`config.mk`:
```
export PLATFORM = sky130hd
export DESIGN_NAME = step_sequencer
export DESIGN_NICKNAME = d
export VERILOG_FILES = /design/src/rtl/sp_ctrl_pkg.sv /design/src/rtl/step_ring.sv /design/src/rtl/step_sequencer.sv
export SDC_FILE = /design/constraint.sdc
export NUM_CORES = 1
export LEC_CHECK = 0
export CAP_MARGIN = 40
export CORE_MARGIN = 5
export CORE_UTILIZATION = 30
export DETAILED_ROUTE_END_ITERATION = 12
export PLACE_DENSITY = 0.73
export SLEW_MARGIN = 20
export SYNTH_ARGS = -nofsm -noshare
export SYNTH_HDL_FRONTEND = slang
export SYNTH_SLANG_ARGS = --single-unit
```
`constraint.sdc`:
```
create_clock -name clock -period 2 [get_ports clock]
set_input_delay 0.4 -clock clock [delete_from_list [all_inputs] [get_ports clock]]
set_output_delay 0.4 -clock clock [all_outputs]
set_load 0.02 [all_outputs]
```
`src/rtl/sp_ctrl_pkg.sv`:
```
// rtl/sp_ctrl_pkg.sv - shared types, field positions and step counts for the instruction controller
//
// Contents:
//   opcode_t  : 3-bit opcode encoding, MV..ILL
//   state_t   : controller states IDLE, EXEC, HALTED
//   *_HI/_LO  : bit positions of the instruction fields
//   op_len()  : number of execution steps an opcode needs
package sp_ctrl_pkg;

    typedef enum logic [2:0] {
        OP_MV   = 3'd0,
        OP_MVI  = 3'd1,
        OP_ADD  = 3'd2,
        OP_SUB  = 3'd3,
        OP_AND  = 3'd4,
        OP_NOP  = 3'd5,
        OP_HALT = 3'd6,
        OP_ILL  = 3'd7
    } opcode_t;

    typedef enum logic [1:0] {
        ST_IDLE   = 2'd0,
        ST_EXEC   = 2'd1,
        ST_HALTED = 2'd2
    } state_t;

    localparam int OPC_HI = 8;
    localparam int OPC_LO = 6;
    localparam int RX_HI  = 5;
    localparam int RX_LO  = 3;
    localparam int RY_HI  = 2;
    localparam int RY_LO  = 0;

    // The ALU ops need operand fetch, compute and write-back; everything
    // else finishes in a single step.
    function automatic int unsigned op_len(opcode_t op);
        case (op)
            OP_ADD, OP_SUB, OP_AND: op_len = 3;
            default:                op_len = 1;
        endcase
    endfunction

endpackage

```
`src/rtl/step_ring.sv`:
```
// rtl/step_ring.sv - one-hot execution step register
//
// Ports:
//   clock   : rising-edge clock
//   reset   : asynchronous active-high reset, clears the ring
//   clear   : load all zeros (highest priority)
//   start   : load step 0 (bit 0 set)
//   advance : shift the hot bit up by one
//   step    : current one-hot step, all zeros when idle
// With no control asserted the register holds.
module step_ring #(
    parameter int STEPS = 4
) (
    input  logic             clock,
    input  logic             reset,
    input  logic             clear,
    input  logic             start,
    input  logic             advance,
    output logic [STEPS-1:0] step
);

    always_ff @(posedge clock or posedge reset) begin
        if (reset) begin
            step <= '0;
        end else if (clear) begin
            step <= '0;
        end else if (start) begin
            step <= {{(STEPS-1){1'b0}}, 1'b1};
        end else if (advance) begin
            step <= {step[STEPS-2:0], 1'b0};
        end
    end

endmodule

```
`src/rtl/step_sequencer.sv`:
```
// rtl/step_sequencer.sv - multi-cycle instruction control unit for the SimpleProcessor datapath
//
// Ports:
//   clock, reset             : rising-edge clock, asynchronous active-high reset
//   instr_valid/instr_ready  : fetch-side handshake, instr is latched into ir on acceptance
//   stall                    : freezes the current step and gates all enables
//   step                     : one-hot execution step, zero outside EXEC
//   ir                       : latched instruction
//   rf_oe, src_sel, imm_oe   : bus source controls (register file, rx/ry select, immediate)
//   a_load, g_load, g_oe     : accumulator A and result register G controls
//   rf_we                    : write bus into register rx
//   alu_op                   : ALU function for ADD/SUB/AND, zero otherwise
//   done, illegal, halted    : completion, opcode-7 flag and halted status
import sp_ctrl_pkg::*;

module step_sequencer #(
    parameter int IR_W  = 9,
    parameter int STEPS = 4
) (
    input  logic             clock,
    input  logic             reset,
    input  logic             instr_valid,
    output logic             instr_ready,
    input  logic [IR_W-1:0]  instr,
    input  logic             stall,
    output logic [STEPS-1:0] step,
    output logic [IR_W-1:0]  ir,
    output logic             rf_oe,
    output logic             src_sel,
    output logic             imm_oe,
    output logic             a_load,
    output logic             g_load,
    output logic             g_oe,
    output logic             rf_we,
    output logic [1:0]       alu_op,
    output logic             done,
    output logic             illegal,
    output logic             halted
);

    state_t           state_q;
    state_t           state_d;
    opcode_t          op;
    logic [STEPS-1:0] last_mask;
    logic             is_last;
    logic             ring_clear;
    logic             ring_start;
    logic             ring_advance;

    assign op = opcode_t'(ir[OPC_HI:OPC_LO]);

    // Bit of the step ring that marks the final step of the current opcode.
    assign last_mask = {{(STEPS-1){1'b0}}, 1'b1} << (op_len(op) - 1);
    assign is_last   = |(step & last_mask);

    step_ring #(
        .STEPS (STEPS)
    ) u_ring (
        .clock   (clock),
        .reset   (reset),
        .clear   (ring_clear),
        .start   (ring_start),
        .advance (ring_advance),
        .step    (step)
    );

    always_ff @(posedge clock or posedge reset) begin
        if (reset) begin
            state_q <= ST_IDLE;
        end else begin
            state_q <= state_d;
        end
    end

    always_ff @(posedge clock or posedge reset) begin
        if (reset) begin
            ir <= '0;
        end else if (ring_start) begin
            ir <= instr;
        end
    end

    always_comb begin
        state_d      = state_q;
        instr_ready  = 1'b0;
        ring_clear   = 1'b0;
        ring_start   = 1'b0;
        ring_advance = 1'b0;
        rf_oe        = 1'b0;
        src_sel      = 1'b0;
        imm_oe       = 1'b0;
        a_load       = 1'b0;
        g_load       = 1'b0;
        g_oe         = 1'b0;
        rf_we        = 1'b0;
        alu_op       = 2'b00;
        done         = 1'b0;
        illegal      = 1'b0;
        halted       = 1'b0;

        case (state_q)
            ST_IDLE: begin
                instr_ready = !stall;
                if (instr_valid && !stall) begin
                    ring_start = 1'b1;
                    state_d    = ST_EXEC;
                end
            end

            ST_EXEC: begin
                // A stalled step produces no enables and does not move.
                if (!stall) begin
                    if (is_last) begin
                        done       = 1'b1;
                        illegal    = (op == OP_ILL);
                        ring_clear = 1'b1;
                        state_d    = (op == OP_HALT) ? ST_HALTED : ST_IDLE;
                    end else begin
                        ring_advance = 1'b1;
                    end

                    case (op)
                        OP_MV: begin
                            if (step[0]) begin
                                rf_oe   = 1'b1;
                                src_sel = 1'b1;
                                rf_we   = 1'b1;
                            end
                        end
                        OP_MVI: begin
                            if (step[0]) begin
                                imm_oe = 1'b1;
                                rf_we  = 1'b1;
                            end
                        end
                        OP_ADD, OP_SUB, OP_AND: begin
                            alu_op = ir[OPC_LO+1:OPC_LO];
                            if (step[0]) begin
                                rf_oe  = 1'b1;
                                a_load = 1'b1;
                            end
                            if (step[1]) begin
                                rf_oe   = 1'b1;
                                src_sel = 1'b1;
                                g_load  = 1'b1;
                            end
                            if (step[2]) begin
                                g_oe  = 1'b1;
                                rf_we = 1'b1;
                            end
                        end
                        default: begin
                        end
                    endcase
                end
            end

            ST_HALTED: begin
                halted = 1'b1;
            end

            default: begin
                state_d = ST_IDLE;
            end
        endcase
    end

endmodule

```
==> flow_metrics.env, run 1 <==
export IMPL_ir_worst_vdd_uv=878
export IMPL_fin_cells=167
export IMPL_place_ws_ns=-0.700
export IMPL_p_leak_nw=0.652
export IMPL_dp_hpwl_um=1710
export IMPL_synth_ff_type="dfrtp_1"
export IMPL_synth_edf_count=0
export IMPL_finalHoldViolations=0
export IMPL_max_slew_margin_rel_pct=63.9
export IMPL_cts_path_max_buffers=2
export IMPL_cts_buffers=3
export IMPL_die_area_um2=3810
export IMPL_grt_max_degree=16
export IMPL_cp_depth=6
export IMPL_ys_ff_latch=15
export IMPL_avgViaCountPerCell=4.71
export IMPL_first_global_vias=838
export IMPL_synthArstFlopShare_pct=100
export IMPL_via_count=786
export IMPL_synth_commonest_cells="15 x dfrtp_1, 10 x mux2_2, 7 x nand2_1"
export IMPL_syn_to_final_growth_pct=74.3
export IMPL_cts_num_sinks=15
export IMPL_antenna_found_initial=0
export IMPL_cts_root_buffer="clkbuf_4"
export IMPL_yosysMostFrequentCell="dfrtp_1"
export IMPL_path_cells="dlygate4sd2_1, or3b_4, nor3_4, nand2_2, inv_2, buf_6"
export IMPL_cts_hold_buf=0
export IMPL_p_per_area_nw_per_um2=1470
export IMPL_nNetsFinal=151
export IMPL_tightest_slew_ns=0.541
export IMPL_htree_num_levels=1
export IMPL_final_min_clock_period_ns=2.00
export IMPL_cts_tree="built"
export IMPL_drt_iter0_drc=13
export IMPL_fp_dieW_um=61.7
export IMPL_slowest_stage="or3b_4"
export IMPL_outcome="completed"
export IMPL_num_io_pins=39
export IMPL_yosysTopAreaCellShare_pct=46.7
export IMPL_grt_usage_pct=12.9
export IMPL_cp_end_kind="output port"
export IMPL_worstHoldPathType="input port to async pin"
export IMPL_drt_total_wl_um=2140
export IMPL_netlist_area_um2=803
export IMPL_drv_slew=0
export IMPL_clock_latency_ns=0.27
export IMPL_cap_violations=0
export IMPL_crit_family="simple AND/OR/NAND/NOR gates"
export IMPL_grt_pass1_wl_um=3630
export IMPL_ys_warn_count=0
export IMPL_required_ns=1.60
export IMPL_setup_tns_final_ns=0
export IMPL_power_w=0.00205
export IMPL_drc_errors=0
export IMPL_netlist_top_cell_by_area="dfrtp_1"
export IMPL_start_kind="input port"
export IMPL_cts_clk_slew_worst_paths_ns=0.08
export IMPL_critPathBufInv=3
export IMPL_dp_cells=162
export IMPL_synthTopCellsByArea="dfrtp_1 47%, mux2_2 14%, and2_1 4.7%"
export IMPL_cp_max_fo=3
export IMPL_drtAntennaViolNets=0
export IMPL_ys_types=26
export IMPL_rsz0062_at_grt="yes"
export IMPL_grt_overflow=0
export IMPL_yosysSeqAreaShare_pct=46.7
export IMPL_syn_area_per_cell_um2=10.4
export IMPL_syn_inst=77
export IMPL_syn_num_nets=90
export IMPL_drt_pass1_iterations=4
export IMPL_post_route_period_util_pct=100
export IMPL_cpPeakStageDelay_ns=0.42
export IMPL_utilization_pct=55.5
export IMPL_r2r_cells=5
export IMPL_dieHeight_um=61.7
export IMPL_fmax_mhz=500
export IMPL_crit_type="input port to output port"
export IMPL_drive_gt1_share_pct=43.8
export IMPL_start_util_pct=31.8
export IMPL_port_buffers=38
export IMPL_fin_ws_ns=0.000377
export IMPL_cp_arrival_ns=1.60
export IMPL_skew_ns=0.00201
export IMPL_wl_per_cell_um=12.8
export IMPL_gp_congestion=0.851
export IMPL_diodes=0
export IMPL_num_rows=18
export IMPL_setup_viol=0
export IMPL_coreArea_um2=2520
==> repair_timing <==
item | CTS | global route
setup buffers | 0 | 1
pin swaps | 2 | 4
endpoints found under the setup margin | 13 | 11
gates resized for setup | 49 | 21
==> metrics by stage <==
step	area (µm²)	hold WS, ns
after floorplan	803	0.301
after global placement	1360	0.490
after detailed placement	1360	0.497
after CTS	1370	0.487
after global routing	1400	0.516
final	1400	0.473
==> kinds of logic after synthesis <==
kind of cell	synth area share, %
and+or+nand+nor	23.4
DFF	46.7
AOI/OAI and AO/OA	12.1
muxes	14.0
buffers and inverters	3.74
==> registers in the layout (all words and copies together), names as in the netlist <==
name,cells
ir,9
state_q,2
u_ring.step,4
==> metal layers <==
layer | vias up | GRT usage, % | wire length, µm
met5 | - | 0 | 0
met4 | 0 | 6.06 | 30
met3 | 4 | 3.93 | 215
met2 | 29 | 21.7 | 1070
met1 | 366 | 14.9 | 824
li1 | 387 | - | -
==> power breakdown <==
group	total (W)	switching (W)	internal [W]
combinational	0.00133	0.000612	0.000720
clock	0.000161	0.0000838	0.0000771
sequential	0.000561	0.000123	0.000438
==> cell usage in the layout, fill, tap and decap left out, types with 2 or more instances in the layout <==
master / instances
inv_1: 2
buf_4: 22
buf_2: 2
mux2_2: 9
nand2_1: 7
dfrtp_1: 14
nor2_1: 4
nor2_2: 2
nor3_1: 2
clkbuf_4: 3
nand3_1: 3
clkbuf_2: 2
a21oi_2: 2
o22ai_1: 2
and2_4: 3
nand2b_1: 2
a21o_1: 2
clkdlybuf4s50_1: 24
a21oi_1: 3
dlygate4sd2_1: 3
buf_6: 4
and2_1: 3
==> final timing paths <==
path,from,to,slack (ns)
setup / recovery,stall,a_load,0.0004
hold reg to reg,ir[5]$_DFFE_PP0P_,ir[5]$_DFFE_PP0P_,0.51
min in group clock,ir[5]$_DFFE_PP0P_,ir[5]$_DFFE_PP0P_,0.51
max in group asynchronous,reset,ir[8]$_DFFE_PP0P_,1.14
hold / removal,reset,ir[0]$_DFFE_PP0P_,0.47
setup reg to reg,state_q[0]$_DFFE_PP0P_,ir[4]$_DFFE_PP0P_,0.51
==> area by class of cell <==
type | instances | area [µm²]
Clock buffer | 4 | 26.3
Sequential cell | 15 | 377
Inverter | 3 | 11.3
Tap cell | 30 | 37.5
Timing Repair Buffer | 58 | 517
Multi-Input combinational cell | 57 | 432
Fill cell | 234 | 1120
Power figures use the tool's default switching activity.
==> run 2: changes to the inputs <==
- CELL_PAD_IN_SITES_DETAIL_PLACEMENT: not set -> 1
- CELL_PAD_IN_SITES_GLOBAL_PLACEMENT: not set -> 2
- CORE_UTILIZATION: 30 -> 23
- PLACE_DENSITY: 0.73 -> 0.91
==> run 2 against run 1 <==
Effect of this change:
- the flow now finishes with violations (setup timing)
- register-to-register slack lost 0.12 ns
- combinational power grew 11%
- clock-buffer cell count shrank 1
- clock skew grew 0.0029 ns
- setup slack lost 0.027 ns
- clock power grew 14%
- die area grew 25%
- largest power group unchanged
==> flow_metrics.env, run 2 (same netlist as run 1, synthesis figures left out) <==
export IMPL_drc_errors=0
export IMPL_fp_dieW_um=69.1
export IMPL_cp_arrival_ns=1.63
export IMPL_syn_to_final_growth_pct=84.6
export IMPL_slowest_stage="dfrtp_2"
export IMPL_fin_ws_ns=-0.0264
export IMPL_wl_per_cell_um=14.8
export IMPL_skew_ns=0.00491
export IMPL_num_rows=21
export IMPL_largest_register="ir"
export IMPL_mostFrequentLayoutCells="28 x buf_4, 23 x clkdlybuf4s50_1, 12 x dfrtp_1"
export IMPL_tightest_slew_ns=0.577
export IMPL_drtAntennaViolNets=0
export IMPL_violations="setup timing"
export IMPL_cts_root_buffer="clkbuf_4"
export IMPL_worstHoldPathType="input port to async pin"
export IMPL_crit_type="flop to output port"
export IMPL_required_ns=1.60
export IMPL_p_per_area_nw_per_um2=1510
export IMPL_p_leak_nw=0.689
export IMPL_clock_latency_ns=0.29
export IMPL_drive_gt1_share_pct=47.2
export IMPL_setup_viol=1
export IMPL_largest_reg_flops=9
export IMPL_cts_buffers=3
export IMPL_holdWs_ns=0.455
export IMPL_start_kind="flop"
export IMPL_cts_clk_slew_worst_paths_ns=0.10
export IMPL_die_area_um2=4770
export IMPL_cap_violations=0
export IMPL_ir_worst_vdd_uv=660
export IMPL_dp_hpwl_um=2110
export IMPL_max_slew_margin_rel_pct=61.5
export IMPL_drt_total_wl_um=2780
export IMPL_drv_slew=0
export IMPL_antenna_found_initial=0
export IMPL_post_route_period_util_pct=101
export IMPL_cts_tree="built"
export IMPL_fmax_mhz=493
export IMPL_path_cells="nor2b_4, a21oi_4, mux2_4, and2_4, buf_6"
export IMPL_first_global_vias=970
export IMPL_final_common_cell="buf_4"
export IMPL_gp_congestion=0.795
export IMPL_outcome="finished with violations"
export IMPL_grt_max_degree=16
export IMPL_final_min_clock_period_ns=2.03
export IMPL_port_buffers=38
export IMPL_cts_num_sinks=15
export IMPL_reg_largest_list="ir: 9 flops, u_ring.step: 4 flops, state_q: 2 flops"
export IMPL_power_w=0.00224
export IMPL_cpPeakStageDelay_ns=0.46
export IMPL_fin_area_um2=1480
export IMPL_grt_pass1_wl_um=4710
export IMPL_grt_usage_pct=12.0
export IMPL_grt_overflow=0
export IMPL_rsz0062_at_grt="yes"
export IMPL_diodes=0
export IMPL_drt_iter0_drc=3
export IMPL_nNetsFinal=156
export IMPL_cp_max_fo=4
export IMPL_start_util_pct=23.9
export IMPL_via_count=835
export IMPL_cts_path_max_buffers=2
export IMPL_finalHoldViolations=0
export IMPL_htree_num_levels=1
export IMPL_dieHeight_um=69.1
export IMPL_crit_family="flip-flops"
export IMPL_utilization_pct=44.1
export IMPL_num_io_pins=39
export IMPL_dpl_cell_area_um2=1390
export IMPL_cp_end_kind="output port"
export IMPL_coreArea_um2=3360
export IMPL_critPathBufInv=1
export IMPL_drt_pass1_iterations=3
export IMPL_avgViaCountPerCell=4.44
export IMPL_place_ws_ns=-0.685
run 2: cell type report:
class / instances / area, µm²
Tap cell: 46 / 57.6
Timing Repair Buffer: 63 / 559
Sequential cell: 15 / 379
Inverter: 3 / 11.3
Clock buffer: 3 / 22.5
Fill cell: 431 / 1880
Multi-Input combinational cell: 57 / 448
Clock inverter: 1 / 5.00
run 2: worst register-to-register path, stage by stage (launching register included):
cell and delay [ns]:
dfrtp_2 0.46, nor2b_4 0.15, a21oi_4 0.14, mux2_4 0.32
buf_4 0.13, buf_4 0.14, a21o_1 0.16
run 2: what timing repair did:
action,CTS,global route
hold endpoints to repair,0,0
endpoints found under the setup margin,13,11
hold buffers,0,0
resized for setup,60,17
pin swaps,4,4
setup buffers,4,1
run 2: layer usage:
metal,global-route usage (%),up-vias,wire length (µm)
met1,13.2,406,1030
met4,3.25,0,17
li1,-,399,-
met3,4.36,2,202
met5,0,-,0
met2,21.4,28,1530
run 2: final timing paths:
path	startpoint	to	slack, ns	depth (start not counted)
max	ir[7]$_DFFE_PP0P_	done	-0.03	5
min reg2reg	ir[5]$_DFFE_PP0P_	ir[5]$_DFFE_PP0P_	0.52	1
max in group asynchronous	reset	ir[7]$_DFFE_PP0P_	1.13	2
min in group clock	ir[5]$_DFFE_PP0P_	ir[5]$_DFFE_PP0P_	0.52	1
max reg2reg	ir[7]$_DFFE_PP0P_	state_q[1]$_DFFE_PP0P_	0.39	6
min	reset	u_ring.step[2]$_DFFE_PP0P_	0.45	2
run 2: metrics by stage:
step,TNS [ns],instances
after global placement,-6.14,179
after floorplan,0,77
final,-0.0264,188
after detailed placement,-6.78,179
after global routing,-0.369,188
after CTS,-0.0498,187
run 2: power by group:
part / total, W / switching [W] / internal [W] / leakage (nW)
Sequential: 0.000580 / 0.000138 / 0.000442 / 0.182
Combinational: 0.00147 / 0.000673 / 0.000800 / 0.490
Clock: 0.000183 / 0.000108 / 0.0000744 / 0.0177
==> run 3: changes to the inputs <==
- CORE_UTILIZATION: 23 -> 24
- CTS_BUF_LIST: not set -> sky130_fd_sc_hd__clkbuf_8
- PLACE_DENSITY: 0.91 -> 0.93
==> run 3 against run 2 <==
Effect of this change:
- the flow now finishes without violations
- maximum frequency rose by 2.1%
- first-iteration DRC count rose to 16 times the previous value
- die area fell by 3.6%
- cell count fell by 2.7%
- total power fell by 2.7%
- critical path type unchanged
==> flow_metrics.env, run 3 (same netlist as run 1, synthesis figures left out) <==
export IMPL_p_per_area_nw_per_um2=1520
export IMPL_mostFrequentLayoutCells="24 x clkdlybuf4s50_1, 21 x buf_4, 13 x dfrtp_1"
export IMPL_final_min_clock_period_ns=1.98
export IMPL_worstHoldPathType="flop to flop"
export IMPL_gp_congestion=0.805
export IMPL_skew_ns=0.00439
export IMPL_crit_type="flop to output port"
export IMPL_drv_slew=0
export IMPL_cp_max_fo=3
export IMPL_power_w=0.00218
export IMPL_tightest_slew_ns=0.607
export IMPL_drtAntennaViolNets=0
export IMPL_syn_to_final_growth_pct=78.7
export IMPL_post_route_period_util_pct=99.2
export IMPL_grt_max_degree=16
export IMPL_dp_cells=178
export IMPL_grt_overflow=0
export IMPL_dp_hpwl_um=2230
export IMPL_cts_root_buffer="clkbuf_8"
export IMPL_clock_latency_ns=0.24
export IMPL_grt_usage_pct=12.3
export IMPL_fp_dieW_um=67.9
export IMPL_die_area_um2=4600
export IMPL_dieHeight_um=67.9
export IMPL_final_common_cell="clkdlybuf4s50_1"
export IMPL_largest_reg_flops=9
export IMPL_outcome="completed"
export IMPL_drt_iter0_drc=48
export IMPL_cts_tree="built"
export IMPL_drive_gt1_share_pct=45.3
export IMPL_wl_per_cell_um=14.8
export IMPL_num_io_pins=39
export IMPL_fill_cells=384
export IMPL_rsz0062_at_grt="yes"
export IMPL_ir_worst_vdd_uv=589
export IMPL_fmax_mhz=504
export IMPL_fin_cells=183
export IMPL_required_ns=1.60
export IMPL_cts_num_sinks=15
export IMPL_place_ws_ns=-0.670
export IMPL_antenna_found_initial=0
export IMPL_reg_largest_list="ir: 9 flops, u_ring.step: 4 flops, state_q: 2 flops"
export IMPL_coreArea_um2=3280
export IMPL_cts_path_max_buffers=2
export IMPL_first_global_vias=912
export IMPL_p_leak_nw=0.660
export IMPL_fin_ws_ns=0.0152
export IMPL_largest_register="ir"
export IMPL_port_buffers=38
export IMPL_drc_errors=0
export IMPL_cp_end_kind="output port"
export IMPL_ff_latch_area_um2=378
export IMPL_cts_buffers=3
export IMPL_avgViaCountPerCell=4.48
export IMPL_htree_num_levels=1
export IMPL_num_rows=21
export IMPL_drt_pass1_iterations=4
export IMPL_finalHoldViolations=0
export IMPL_setup_viol=0
export IMPL_nNetsFinal=151
export IMPL_utilization_pct=43.7
export IMPL_cap_violations=0
export IMPL_cts_clk_slew_worst_paths_ns=0.06
export IMPL_max_slew_margin_rel_pct=59.5
export IMPL_drt_total_wl_um=2710
export IMPL_diodes=0
export IMPL_cp_arrival_ns=1.58
export IMPL_start_kind="flop"
export IMPL_multi_input_area_um2=435
export IMPL_via_count=820
export IMPL_start_util_pct=24.5
export IMPL_grt_pass1_wl_um=4220
-- run 3: cell count changes in the layout (fill, tap and decap cells not counted), sizes merged --
cell,change
buf,-7
clkbuf,+2
clkdlybuf4s15,+1
clkdlybuf4s50,+1
dlygate4sd2,-1
dlymetal6s2s,-1
-- run 3: area by class of cell --
cell class | instances | share of cell area [%]
clock buffers | 3 | 2.88
well taps | 46 | 4.01
flip-flops and latches | 15 | 26.3
multi-input cells | 57 | 30.3
clock inverters | 1 | 0.349
repair buffers | 58 | 35.3
inverters | 3 | 0.785
-- run 3: power by group --
part | leakage [nW] | switching [W] | internal [W] | total (W)
registers | 0.183 | 0.000133 | 0.000442 | 0.000574
clock network | 0.0255 | 0.000105 | 0.000138 | 0.000243
logic | 0.451 | 0.000644 | 0.000715 | 0.00136
-- run 3: worst paths after layout --
check / slack, ns / from / to / cells after the start
min in group asynchronous: 0.53 / reset / ir[3]$_DFFE_PP0P_ / 2
worst min-delay path: 0.51 / ir[5]$_DFFE_PP0P_ / ir[5]$_DFFE_PP0P_ / 1
max in group asynchronous: 1.04 / reset / ir[7]$_DFFE_PP0P_ / 2
worst max-delay path: 0.02 / ir[7]$_DFFE_PP0P_ / done / 5
worst min register to register: 0.51 / ir[5]$_DFFE_PP0P_ / ir[5]$_DFFE_PP0P_ / 1
worst max register to register: 0.48 / state_q[0]$_DFFE_PP0P_ / ir[7]$_DFFE_PP0P_ / 5
-- run 3: timing repair --
| item | in CTS | in global routing |
|---|---|---|
| gates resized for setup | 56 | 16 |
| setup buffers | 1 | 1 |
| hold buffers | 0 | 0 |
| pin swaps | 4 | 4 |
| endpoints found under the setup margin | 13 | 11 |
-- run 3: critical path, cell delays in order, from the launching register on --
cell     delay, ns
dfrtp_2       0.44
nor2b_4       0.15
a21oi_2       0.15
mux2_4        0.32
and2_4        0.16
buf_6         0.12
-- run 3: metal layers --
metal / vias up / track usage, % / part of all wire, %
met4: 0 / 4.22 / 1.5
li1: 388 / - / -
met3: 6 / 2.46 / 6.2
met2: 27 / 24.3 / 57
met1: 399 / 12.5 / 35
met5: - / 0 / 0
-- run 3: through the flow --
stage	area, µm²	setup TNS, ns	hold WS [ns]
final	1440	0	0.512
after global routing	1440	-0.0567	0.539
after CTS	1420	-0.0189	0.514
after detailed placement	1370	-6.48	0.499
after global placement	1370	-6.00	0.493
after floorplan	803	0	0.301
